===== src/rtl/wah_svf_sweep.sv =====
// Swept state-variable filter (wah): one sample per start, six-state sequence
// sharing a single multiplier, with a triangle sweep of the cutoff coefficient.
module wah_svf_sweep #(
  parameter int DATA_WIDTH = 16,
  parameter int COEF_WIDTH = 16,
  parameter int ACC_WIDTH  = DATA_WIDTH + 4
) (
  input  logic                         clk,
  input  logic                         rst,
  input  logic                         cs,
  input  logic                         my_turn,
  input  logic signed [DATA_WIDTH-1:0] data_in,
  input  logic [1:0]                   mode,
  input  logic                         bypass,
  input  logic [COEF_WIDTH-1:0]        damping,
  input  logic [COEF_WIDTH-1:0]        f_min,
  input  logic [COEF_WIDTH-1:0]        f_max,
  input  logic [COEF_WIDTH-1:0]        f_step,
  output logic                         done,
  output logic signed [DATA_WIDTH-1:0] data_out,
  output logic                         busy
);

  localparam int FRAC = COEF_WIDTH - 2;
  localparam int PW   = ACC_WIDTH + COEF_WIDTH + 1;
  localparam int SW   = PW + 2;

  localparam logic signed [SW-1:0] ACC_MAX = {{(SW-ACC_WIDTH+1){1'b0}}, {(ACC_WIDTH-1){1'b1}}};
  localparam logic signed [SW-1:0] ACC_MIN = {{(SW-ACC_WIDTH+1){1'b1}}, {(ACC_WIDTH-1){1'b0}}};
  localparam logic signed [SW-1:0] DAT_MAX = {{(SW-DATA_WIDTH+1){1'b0}}, {(DATA_WIDTH-1){1'b1}}};
  localparam logic signed [SW-1:0] DAT_MIN = {{(SW-DATA_WIDTH+1){1'b1}}, {(DATA_WIDTH-1){1'b0}}};

  typedef enum logic [2:0] {
    S_IDLE, S_CALC_YH, S_CALC_YB, S_CALC_YL, S_SWEEP, S_DONE
  } state_t;

  function automatic logic signed [SW-1:0] ext_acc(input logic signed [ACC_WIDTH-1:0] v);
    return {{(SW-ACC_WIDTH){v[ACC_WIDTH-1]}}, v};
  endfunction

  function automatic logic signed [ACC_WIDTH-1:0] sat_acc(input logic signed [SW-1:0] v);
    if (v > ACC_MAX) return ACC_MAX[ACC_WIDTH-1:0];
    else if (v < ACC_MIN) return ACC_MIN[ACC_WIDTH-1:0];
    else return v[ACC_WIDTH-1:0];
  endfunction

  function automatic logic signed [DATA_WIDTH-1:0] sat_data(input logic signed [SW-1:0] v);
    if (v > DAT_MAX) return DAT_MAX[DATA_WIDTH-1:0];
    else if (v < DAT_MIN) return DAT_MIN[DATA_WIDTH-1:0];
    else return v[DATA_WIDTH-1:0];
  endfunction

  state_t                        state_q, state_d;
  logic signed [ACC_WIDTH-1:0]   x_q, x_d;
  logic [1:0]                    mode_q, mode_d;
  logic                          bypass_q, bypass_d;
  logic signed [ACC_WIDTH-1:0]   yh_q, yh_d;
  logic signed [ACC_WIDTH-1:0]   yb_q, yb_d;
  logic signed [ACC_WIDTH-1:0]   yl_q, yl_d;
  logic signed [ACC_WIDTH-1:0]   yb_prev_q, yb_prev_d;
  logic signed [ACC_WIDTH-1:0]   yl_prev_q, yl_prev_d;
  logic [COEF_WIDTH-1:0]         f_q, f_d;
  logic                          dir_up_q, dir_up_d;
  logic signed [DATA_WIDTH-1:0]  data_out_q, data_out_d;

  // Shared multiplier: coefficient is unsigned, so it gets a zero sign bit.
  logic signed [ACC_WIDTH-1:0]   mul_a;
  logic [COEF_WIDTH-1:0]         mul_c;
  logic signed [PW-1:0]          mul_a_ext, mul_c_ext, prod, mul_res;
  logic signed [SW-1:0]          mul_w;
  logic signed [SW-1:0]          out_sel;
  logic [COEF_WIDTH:0]           f_up, f_lo_lim;

  assign mul_a_ext = {{(PW-ACC_WIDTH){mul_a[ACC_WIDTH-1]}}, mul_a};
  assign mul_c_ext = {{(PW-COEF_WIDTH){1'b0}}, mul_c};
  assign prod      = mul_a_ext * mul_c_ext;
  assign mul_res   = prod >>> FRAC;
  assign mul_w     = {{(SW-PW){mul_res[PW-1]}}, mul_res};

  // One extra bit keeps the sweep comparisons free of wrap-around.
  assign f_up     = {1'b0, f_q} + {1'b0, f_step};
  assign f_lo_lim = {1'b0, f_min} + {1'b0, f_step};

  always_comb begin
    state_d    = state_q;
    x_d        = x_q;
    mode_d     = mode_q;
    bypass_d   = bypass_q;
    yh_d       = yh_q;
    yb_d       = yb_q;
    yl_d       = yl_q;
    yb_prev_d  = yb_prev_q;
    yl_prev_d  = yl_prev_q;
    f_d        = f_q;
    dir_up_d   = dir_up_q;
    data_out_d = data_out_q;
    mul_a      = yb_prev_q;
    mul_c      = damping;
    out_sel    = ext_acc(yl_q);

    case (state_q)
      S_IDLE: begin
        if (cs && my_turn) begin
          x_d      = {{(ACC_WIDTH-DATA_WIDTH){data_in[DATA_WIDTH-1]}}, data_in};
          mode_d   = mode;
          bypass_d = bypass;
          state_d  = S_CALC_YH;
        end
      end
      S_CALC_YH: begin
        mul_a   = yb_prev_q;
        mul_c   = damping;
        yh_d    = sat_acc(ext_acc(x_q) - ext_acc(yl_prev_q) - mul_w);
        state_d = S_CALC_YB;
      end
      S_CALC_YB: begin
        mul_a   = yh_q;
        mul_c   = f_q;
        yb_d    = sat_acc(mul_w + ext_acc(yb_prev_q));
        state_d = S_CALC_YL;
      end
      S_CALC_YL: begin
        mul_a   = yb_q;
        mul_c   = f_q;
        yl_d    = sat_acc(mul_w + ext_acc(yl_prev_q));
        state_d = S_SWEEP;
      end
      S_SWEEP: begin
        if (f_min >= f_max) begin
          f_d      = f_min;
          dir_up_d = 1'b1;
        end else if (f_step != '0) begin
          if (dir_up_q) begin
            if (f_up >= {1'b0, f_max}) begin
              f_d      = f_max;
              dir_up_d = 1'b0;
            end else begin
              f_d = f_up[COEF_WIDTH-1:0];
            end
          end else begin
            if ({1'b0, f_q} < f_lo_lim) begin
              f_d      = f_min;
              dir_up_d = 1'b1;
            end else begin
              f_d = f_q - f_step;
            end
          end
        end
        // Result and state commit land on the edge into DONE so they are
        // already valid while done is high.
        case (mode_q)
          2'd0:    out_sel = ext_acc(yl_q);
          2'd1:    out_sel = ext_acc(yb_q);
          2'd2:    out_sel = ext_acc(yh_q);
          default: out_sel = ext_acc(yh_q) + ext_acc(yl_q);
        endcase
        if (bypass_q) begin
          data_out_d = sat_data(ext_acc(x_q));
        end else begin
          data_out_d = sat_data(out_sel);
          yb_prev_d  = yb_q;
          yl_prev_d  = yl_q;
        end
        state_d = S_DONE;
      end
      S_DONE: begin
        state_d = S_IDLE;
      end
      default: begin
        state_d = S_IDLE;
      end
    endcase
  end

  always_ff @(posedge clk) begin
    if (rst) begin
      state_q    <= S_IDLE;
      x_q        <= '0;
      mode_q     <= '0;
      bypass_q   <= 1'b0;
      yh_q       <= '0;
      yb_q       <= '0;
      yl_q       <= '0;
      yb_prev_q  <= '0;
      yl_prev_q  <= '0;
      f_q        <= f_min;
      dir_up_q   <= 1'b1;
      data_out_q <= '0;
    end else begin
      state_q    <= state_d;
      x_q        <= x_d;
      mode_q     <= mode_d;
      bypass_q   <= bypass_d;
      yh_q       <= yh_d;
      yb_q       <= yb_d;
      yl_q       <= yl_d;
      yb_prev_q  <= yb_prev_d;
      yl_prev_q  <= yl_prev_d;
      f_q        <= f_d;
      dir_up_q   <= dir_up_d;
      data_out_q <= data_out_d;
    end
  end

  assign done     = (state_q == S_DONE);
  assign busy     = (state_q != S_IDLE);
  assign data_out = data_out_q;

endmodule


===== config.mk =====
export PLATFORM = sky130hd
export DESIGN_NAME = wah_svf_sweep
export DESIGN_NICKNAME = d
export VERILOG_FILES = /design/src/rtl/wah_svf_sweep.sv
export SDC_FILE = /design/constraint.sdc
export NUM_CORES = 2
export LEC_CHECK = 0
export ABC_CLOCK_PERIOD_IN_PS = 30400
export CORE_MARGIN = 3
export CORE_UTILIZATION = 66
export CTS_CLUSTER_SIZE = 25
export DETAILED_ROUTE_END_ITERATION = 12
export PLACE_DENSITY = 0.91
export SLEW_MARGIN = 0
export SYNTH_ARGS = -nofsm -noshare
export SYNTH_HDL_FRONTEND = slang
export SYNTH_SLANG_ARGS = --single-unit

===== constraint.sdc =====
create_clock -name clk -period 30.4 [get_ports clk]
set_clock_uncertainty 0.05 [all_clocks]
set_input_delay 3.04 -clock clk [delete_from_list [all_inputs] [get_ports clk]]
set_output_delay 3.04 -clock clk [all_outputs]
set_load 0.1 [all_outputs]

==> impl_metrics.yaml <==
outcome:
  status: "finished, final reports clean"
timing:
  rsz0062_at_grt: "false"
  drv_slew: 0
  hold_viol: 0
  setup_violations: 0
  period_share_pct: 44.9
  relSlewSlack_pct: 16.1
  worst_slew_pin_slew_ns: 1.25
  timing.setup.tns_ns: 0
  fmax_mhz: 73.2
  timing.final.ws_setup_ns: 16.74
  hold_ws_ns: 0.410
  fin_crit_ns: 13.66
setup_path:
  crit_path_start_kind: "input pin"
  critPathSlowestCell: "nor2_2"
  arrival_ns: 13.89
  worst_ep_required_time_ns: 30.63
  crit_path_end_kind: "register"
  critical_path_peak_fanout: 20
  crit_path_frequent_cell: "fa_1"
  path_class: "input pin to register"
  max_stage_delay_ns: 0.61
cells_and_area:
  diodes: 0
  utilization_pct: 72.2
  syn_to_final_growth_pct: 7.72
  layout-drive-gt1-share_pct: 3.91
  postLayoutCellArea_sq_um: 29600
  layout.nets: 4122
  final_cells: 3934
place:
  dp.cells: 3902
  io_buffers: 104
  gp_congestion: 1.05
  place_area_sq_um: 29000
  pre_cts_ws_ns: 16.52
  hpwl_microns: 68700
route:
  top_layer: "met4"
  wl_met1_microns: 31800
  dr.pass1.iters: 8
  vias: 25084
  drt-initial-drc-count: 2683
  ant_nets: 0
  wirelength_microns: 85000
  post-route-drc-count: 0
  routed_via_density: 6.38
  wl_met3_microns: 10700
  post_drt_wl_per_cell_microns: 21.6
  met2_length_microns: 37600
clock_network:
  cts-root-buf: "clkbuf_16"
  clockBufferDepth: 2
  clkTransAtPathRegs_ns: 0.07
  hold_buffers: 0
  cts_resized: 0
  h-tree-depth: 4
  clkLatencyLatePin_ns: 0.45
  cts_post_setup_buffers_inserted: 0
  cts_buffers: 17
  cts_num_sinks: 155
  cts_tree: "done"
grt:
  antenna_found_initial: 0
  grt_max_degree: 89
  grt_pass1_vias: 25507
  grt_pass1_wl_microns: 135000
  grt_usage_pct: 39.0
  global_route.overflow_total: 0
logic_synthesis:
  ys.flop_type: "dfxtp_1"
  syn_area_sq_um: 27500
  synth.area.top_cells: "fa_1 25%, ha_1 14%, dfxtp_1 10%, inv_1 7.5%, nand2_1 5.9%"
  yosysTopAreaCellShare_pct: 25.3
  post_synth.cell_area_avg_sq_um: 8.22
  yosysUniqueCellTypes: 96
  yosysMostFrequentCell: "inv_1"
  ys_top_cells_by_count: "549 x inv_1, 430 x nand2_1, 348 x fa_1"
  yosysTopAreaCell: "fa_1"
  synth-seq-area-share_pct: 11.9
  synth_cells: 3348
  async_reset_ff_share_pct: 0
  syn_nets: 4081
  synth-edff-count: 16
  synth-seq-cells: 155
  ys_warn_count: 0
die:
  chipHeight_microns: 210
  rows: 74
  core_sq_um: 41000
  die_w_microns: 210
  dieArea_sq_um: 44200
  io_pins: 105
  initial_core_util_pct: 67.1
power:
  powerDensity_nw_per_um2: 41.7
  p_leak_nw: 14.2
  ir_drop_uv: 67.4
  power.total_mw: 1.24
hold_path:
  hold_path.class: "register to register"
flow_run:
  maxCapViolCount: 0
path summary, 6_finish.rpt:
path                                               from                    to  slack [ns]  depth (start not counted)
worst max-delay path                        damping[10]  yh_q[7]$_SDFFE_PP0P_       16.74                         39
worst min-delay path               x_q[11]$_SDFFE_PP0P_  x_q[11]$_SDFFE_PP0P_        0.41                          2
worst max register to register  state_q[2]$_SDFFE_PP0P_  yh_q[7]$_SDFFE_PP0P_       18.19                         40
worst min register to register     x_q[11]$_SDFFE_PP0P_  x_q[11]$_SDFFE_PP0P_        0.41                          2
routing by layer:
metal / GRT usage (%) / vias to the layer above
met5: 0 / -
met4: 19.5 / 0
met3: 10.3 / 375
met2: 60.2 / 1665
met1: 51.0 / 11910
li1: - / 11134
state kept, by name, indices dropped and copies added, names as in the netlist:
signal / count
yb_prev_q: 20
state_q: 3
yl_prev_q: 20
dir_up_q: 1
mode_q: 2
x_q: 16
f_q: 16
data_out: 16
yh_q: 20
yb_q: 20
bypass_q: 1
yl_q: 20
logic make-up (layout without fill, tap and decap cells):
logic type,after synthesis,after routing,synth area share (%)
flip-flops,155,155,11.9
AND/OR/NAND/NOR,969,969,15.4
adder cells (fa/ha/maj),646,646,38.9
XOR/XNOR,130,130,4.14
buffers and inverters,667,721,9.21
multiplexers,65,65,3.06
AO/OA/AOI/OAI,716,716,17.5
critical path, delay by kind of cell:
family                     cells  cell delay [ns]
and+or+nand+nor                6             1.52
adders and majority gates      9             4.23
buffers and inverters          7             0.84
xor gates and xnor gates       1             0.29
AOI/OAI and AO/OA             16             3.95
power breakdown:
part,total [mW],internal [mW],switching (mW),leakage (nW)
Combinational,0.763,0.292,0.471,12.6
Clock,0.228,0.125,0.103,0.301
Sequential,0.246,0.222,0.0238,1.28
Total,1.24,0.638,0.598,14.2
layout by cell type, fill, tap and decap left out, types with 11 or more instances in the layout:
cell             Yosys  layout
inv_1              549     549
xnor2_1             86      86
and2_1              20      20
nand4_1             12      12
o21bai_1            24      24
a21boi_0            11      11
nor2b_1             27      26
and3_1              19      19
ha_1               298     298
clkdlybuf4s50_1      0     103
nor3_1              36      36
a21oi_1            193     193
clkbuf_16            0      17
fa_1               348     348
mux4_2              15      15
nor2_1             288     287
o211ai_1            16      16
buf_4                2      37
or3_1               26      26
nand2b_1            30      29
mux2i_1             48      46
nand3_1             35      35
a31oi_1             12      12
o32ai_1             18      18
o21ai_1             20      21
o21a_1              35      35
o22ai_1             20      20
a211oi_1            72      72
o21ai_0            123     121
a221oi_1            14      14
dfxtp_1            139     139
nand2_1            430     430
xor2_1              44      44
edfxtp_1            16      16
a21o_1              62      62
final cells by class:
class                           instances  area [sq um]
Tap cell                              532           666
Sequential cell                       155          3260
Clock inverter                         15           176
Clock buffer                           17           425
Fill cell                            2981         11400
Multi-Input combinational cell       2526         21700
Inverter                              549          2060
Timing Repair Buffer                  140          1310
Note: power is estimated with default switching activity, not from simulation.
